### src/rtl/mult8_inv_divider_pkg.sv
// rtl/mult8_inv_divider_pkg.sv - shared types and constants for the inverse-product divider
package mult8_inv_divider_pkg;

    typedef enum logic [1:0] {
        IDLE = 2'd0,
        CALC = 2'd1,
        DONE = 2'd2
    } div_state_t;

    localparam int DEF_N            = 8;
    localparam int DEF_BITS_PER_CYC = 2;
    localparam int DEF_ITERS        = DEF_N / DEF_BITS_PER_CYC;

    // Quotient reported on divide-by-zero or overflow.
    localparam logic [DEF_N-1:0] QUOT_SAT = '1;

    function automatic int iter_count(input int n, input int bits_per_cyc);
        return n / bits_per_cyc;
    endfunction

endpackage

### src/rtl/mult8_inv_divider_step.sv
// rtl/mult8_inv_divider_step.sv - one combinational restoring division step
module div_restore_step #(
    parameter int N = 8
) (
    input  logic [N-1:0] i_rem,
    input  logic         i_bit,
    input  logic [N-1:0] i_divisor,
    output logic [N-1:0] o_rem,
    output logic         o_qbit
);

    logic [N:0] w_shifted;
    logic [N:0] w_diff;
    logic       w_ge;

    // N+1 bits so the bit shifted out of the partial remainder is kept for the compare.
    assign w_shifted = {i_rem, i_bit};
    assign w_ge      = (w_shifted >= {1'b0, i_divisor});
    assign w_diff    = w_shifted - {1'b0, i_divisor};
    assign o_qbit    = w_ge;
    assign o_rem     = w_ge ? w_diff[N-1:0] : w_shifted[N-1:0];

endmodule

### src/rtl/mult8_inv_divider.sv
// rtl/mult8_inv_divider.sv - 2N/N unsigned restoring divider, BITS_PER_CYC quotient bits per cycle
module mult8_inv_divider
    import mult8_inv_divider_pkg::*;
#(
    parameter int N            = DEF_N,
    parameter int BITS_PER_CYC = DEF_BITS_PER_CYC
) (
    input  logic           clk,
    input  logic           rst,
    input  logic           in_valid,
    output logic           in_ready,
    input  logic [2*N-1:0] dividend,
    input  logic [N-1:0]   divisor,
    output logic           out_valid,
    input  logic           out_ready,
    output logic [N-1:0]   quotient,
    output logic [N-1:0]   remainder,
    output logic           err_div0,
    output logic           err_ovf
);

    localparam int ITERS = iter_count(N, BITS_PER_CYC);
    localparam int CNT_W = $clog2(ITERS + 1);

    div_state_t       r_state;
    div_state_t       w_state_next;
    logic [N-1:0]     r_rem;
    logic [N-1:0]     r_shift;
    logic [N-1:0]     r_div;
    logic [CNT_W-1:0] r_cnt;
    logic             r_err_div0;
    logic             r_err_ovf;

    logic [N-1:0]            w_rem [BITS_PER_CYC+1];
    logic [BITS_PER_CYC-1:0] w_qbits;
    logic [N-1:0]            w_shift_next;
    logic                    w_accept;
    logic                    w_div0;
    logic                    w_ovf;

    assign w_rem[0] = r_rem;

    genvar g;
    generate
        for (g = 0; g < BITS_PER_CYC; g++) begin : g_step
            div_restore_step #(.N(N)) u_step (
                .i_rem     (w_rem[g]),
                .i_bit     (r_shift[N-1-g]),
                .i_divisor (r_div),
                .o_rem     (w_rem[g+1]),
                .o_qbit    (w_qbits[BITS_PER_CYC-1-g])
            );
        end
    endgenerate

    // r_shift doubles as the quotient register: dividend bits leave at the top, quotient bits enter at the bottom.
    assign w_shift_next = (r_shift << BITS_PER_CYC) | N'(w_qbits);
    assign w_accept     = (r_state == IDLE) && in_valid;
    assign w_div0       = (divisor == '0);
    assign w_ovf        = (dividend[2*N-1:N] >= divisor);

    always_ff @(posedge clk or posedge rst) begin
        if (rst) begin
            r_state <= IDLE;
        end else begin
            r_state <= w_state_next;
        end
    end

    always_comb begin
        w_state_next = r_state;
        in_ready     = 1'b0;
        out_valid    = 1'b0;
        case (r_state)
            IDLE: begin
                in_ready = 1'b1;
                if (in_valid) begin
                    w_state_next = (w_div0 || w_ovf) ? DONE : CALC;
                end
            end
            CALC: begin
                if (r_cnt == CNT_W'(ITERS - 1)) begin
                    w_state_next = DONE;
                end
            end
            DONE: begin
                out_valid = 1'b1;
                if (out_ready) begin
                    w_state_next = IDLE;
                end
            end
            default: w_state_next = IDLE;
        endcase
    end

    always_ff @(posedge clk or posedge rst) begin
        if (rst) begin
            r_rem      <= '0;
            r_shift    <= '0;
            r_div      <= '0;
            r_cnt      <= '0;
            r_err_div0 <= 1'b0;
            r_err_ovf  <= 1'b0;
        end else if (w_accept) begin
            r_div <= divisor;
            r_cnt <= '0;
            if (w_div0 || w_ovf) begin
                r_err_div0 <= w_div0;
                r_err_ovf  <= !w_div0;
                r_shift    <= QUOT_SAT;
                r_rem      <= dividend[N-1:0];
            end else begin
                r_rem   <= dividend[2*N-1:N];
                r_shift <= dividend[N-1:0];
            end
        end else if (r_state == CALC) begin
            r_rem   <= w_rem[BITS_PER_CYC];
            r_shift <= w_shift_next;
            r_cnt   <= r_cnt + 1'b1;
        end else if ((r_state == DONE) && out_ready) begin
            r_err_div0 <= 1'b0;
            r_err_ovf  <= 1'b0;
        end
    end

    assign quotient  = (r_state == DONE) ? r_shift : '0;
    assign remainder = (r_state == DONE) ? r_rem   : '0;
    assign err_div0  = r_err_div0;
    assign err_ovf   = r_err_ovf;

endmodule

### config.mk
export PLATFORM = sky130hd
export DESIGN_NAME = mult8_inv_divider
export DESIGN_NICKNAME = d
export VERILOG_FILES = /design/src/rtl/mult8_inv_divider_pkg.sv /design/src/rtl/mult8_inv_divider_step.sv /design/src/rtl/mult8_inv_divider.sv
export SDC_FILE = /design/constraint.sdc
export NUM_CORES = 1
export LEC_CHECK = 0
export ABC_AREA = 1
export CAP_MARGIN = 10
export CORE_MARGIN = 1.5
export CORE_UTILIZATION = 50
export CTS_BUF_LIST = sky130_fd_sc_hd__clkbuf_8
export DETAILED_ROUTE_END_ITERATION = 8
export PLACE_DENSITY = 0.76
export SLEW_MARGIN = 15
export SYNTH_ARGS = -nofsm -noshare
export SYNTH_HDL_FRONTEND = slang
export SYNTH_SLANG_ARGS = --single-unit
### constraint.sdc
create_clock -name clk -period 4.3 [get_ports clk]
set_input_delay 0.86 -clock clk [delete_from_list [all_inputs] [get_ports clk]]
set_output_delay 0.86 -clock clk [all_outputs]
set_load 0.005 [all_outputs]
==> out/qor.txt <==
RSZ-0062 raised after global routing: no
Seq/Total Area, Yosys: 27.6%
final core utilization: 62.8%
flop and latch count out of synthesis: 31
most used cell, CP: nor2_1
drt wl/cell: 14.2 um
largest net degree at the start of global routing: 32
# Post-CTS Setup Buffers: 0
Placed Cells: 528
setup TNS: 0 ps
Worst-path clk slew: 70 ps
hold_sp: r_div[5]$_DFFE_PP0P_
type of the tightest min-delay check: reg2reg
synthesized area: 0.00281 mm2
1st-pass router iterations: 5
Post-synth EDFFs: 0
Max Cap Viol: 0
syn_nets: 473
clock sinks: 31
post-synth top area cell: dfrtp_1
Die Footprint: 0.00607 mm2
cells after synthesis: 417
CTS tree: yes
clk_lat worst skew: 290 ps
Top Ports: 48
Crit-path slowest cell: fa_1
post-CTS sizing: 0
final max-slew violation count: 0
outcome: completed
grt total ovfl: 0
final hold viol count: 0
max frequency: 281 MHz
Root Driver: clkbuf_8
period utilization: 82.8%
Antenna Cells: 0
# DRC: 0
ratio of routed vias to standard cells: 5.35
WHS: 482 ps
FF-to-FF setup slack: 740 ps
GR Util All Layers: 27.3%
initial DRC count: 185
Via Count: 2867
first-pass GRT wire length: 13.0 mm
synth warn: 0
R2R cell count: 21
Worst R2R End: r_rem[6]$_DFFE_PP0P_
max incr delay on CP: 410 ps
Initial Utilization: 51.3%
# rows: 27
Area growth, synth to finish: 22.4%
clk_skew: 3.15 ps
Worst Tran Pin Value: 572 ps
# H-tree levels: 2
Die H: 77.9 um
total CTS buffers: 5
Critical Path Source Type: flip-flop
Finished Layout Cells: 536
Rel. slew slack: 61.8%
Die W: 77.9 um
Tmin final: 3560 ps
Post-DP HPWL: 6.17 mm
worst endpoint data arrival time: 3790 ps
ys flop type: dfrtp_1
Required @ worst endpoint: 4520 ps
commonest cells in the synthesized netlist: nand2_1, inv_1, nor2_1
hold_buf cts: 0
I/O Buffers: 47
share of post-route cells with drive strength above 1: 6.03%
Async S/R FF share, synth: 100%
Antenna Nets Post-Route: 0
nets: 519
Final Setup Violations: 0
most frequent cell after synthesis: nand2_1
CTS max path bufs: 2
hold path endpoint: r_div[5]$_DFFE_PP0P_
GP Congestion: 0.964
CP top delay family: simple AND/OR/NAND/NOR gates
CP cell instances: inv_1, ha_1, inv_1, fa_1, inv_1, nor2_1, nor2_1, xor2_1, nand2_1, nand2_1, inv_1, ha_1, nand2_1, nor2_1, a21oi_1, nand2_4, nor2_8, nand3_2, nor2_1, nor2_1, nor2_1
vias in the first global route: 2817
Mapped Avg Cell Area: 6.73 um2
Crit Reg-Reg Startpoint: r_shift[7]$_DFFE_PP0P_
Buf/Inv on CP: 4
DRT Wirelength: 7.59 mm
Yosys cell types: 36
initial antenna violation count: 0
Crit Path Max Fanout: 7
WHS Path Cells: 2
post-synth top area share: 27.6%
synth top area cells: dfrtp_1, nand2_1, ha_1
Worst Setup End Kind: flip-flop
CP Class: reg2reg
Placeable Area: 0.00547 mm2
how the worst max path moves through the flow:
stage | start | to | slack [ps] | cells past startpoint
6_report | r_shift[7]$_DFFE_PP0P_ | r_rem[6]$_DFFE_PP0P_ | 740 | 21
5_1_grt | r_shift[7]$_DFFE_PP0P_ | r_rem[6]$_DFFE_PP0P_ | 500 | 21
4_1_cts | r_shift[7]$_DFFE_PP0P_ | r_rem[6]$_DFFE_PP0P_ | 810 | 21
3_5_place_dp | r_shift[7]$_DFFE_PP0P_ | r_rem[6]$_DFFE_PP0P_ | 840 | 21
3_3_place_gp | r_shift[7]$_DFFE_PP0P_ | r_rem[6]$_DFFE_PP0P_ | 930 | 21
2_1_floorplan | r_div[2]$_DFFE_PP0P_ | r_rem[6]$_DFFE_PP0P_ | 1310 | 24
kinds of logic after synthesis:
kind of cell / share of synthesized area [%]
DFF: 27.6
buffers and inverters: 13.5
AOI/OAI and AO/OA: 13.5
and+or+nand+nor: 29.5
xor gates and xnor gates: 2.81
adders and majority gates: 13.0
worst reg2reg max path, delay by kind of cell, from the launching register on:
kind	cells	cell delay, ps
DFF	1	360
and+or+nand+nor	12	1360
buffers and inverters	4	340
xor gates and xnor gates	1	190
AOI/OAI and AO/OA	1	320
adders and majority gates	3	900
layout make-up:
cell class | count | area [um2]
fill | 510 | 2040
multi-input combinational | 289 | 1650
sequential | 31 | 776
timing repair buffer | 50 | 493
inverter | 86 | 323
clock buffer | 7 | 96.3
tap | 72 | 90.1
clock inverter | 1 | 7.51
flip-flops by register name (all words and copies together) (netlist names):
name	cells
err_div0	1
err_ovf	1
r_cnt	3
r_div	8
r_rem	8
r_shift	8
r_state	2
per-stage QoR:
stage	area, um2	setup slack, ps
2_1_floorplan	2810	1310
3_3_place_gp	3330	928
3_5_place_dp	3330	843
4_1_cts	3440	810
5_1_grt	3440	498
6_report	3440	739
cells in the final DEF, fill, tap and decap left out:
cell,n
a22o_1,1
nor3_1,5
xor2_1,6
clkbuf_8,7
a21boi_1,1
clkdlybuf4s50_1,47
xnor2_1,3
o211ai_1,1
or2_2,2
nand4_1,6
dfrtp_1,31
nand3b_1,1
o21ai_0,26
o21ai_2,3
clkinvlp_4,1
a21boi_0,1
nand3_2,3
nor2_8,1
a21o_1,1
o221ai_1,6
nand3_1,23
ha_1,26
nand4_2,1
inv_1,83
inv_2,2
a21oi_1,20
clkinv_1,1
nand2_1,94
o21a_1,1
a31oi_1,1
fa_1,2
nand2_2,3
nor2_1,46
buf_4,3
nand2_4,2
o22ai_1,3
metal layers:
layer	track usage [%]	up-vias	wire, um
met4	10.7	0	255
met2	43.6	110	3480
met1	36.7	1325	3440
met3	4.71	22	413
met5	0	-	0
li1	-	1410	-
Power is left out: the tool's default activity adds up to more than one toggle a clock period on the data nets, which glitch-free logic cannot reach.
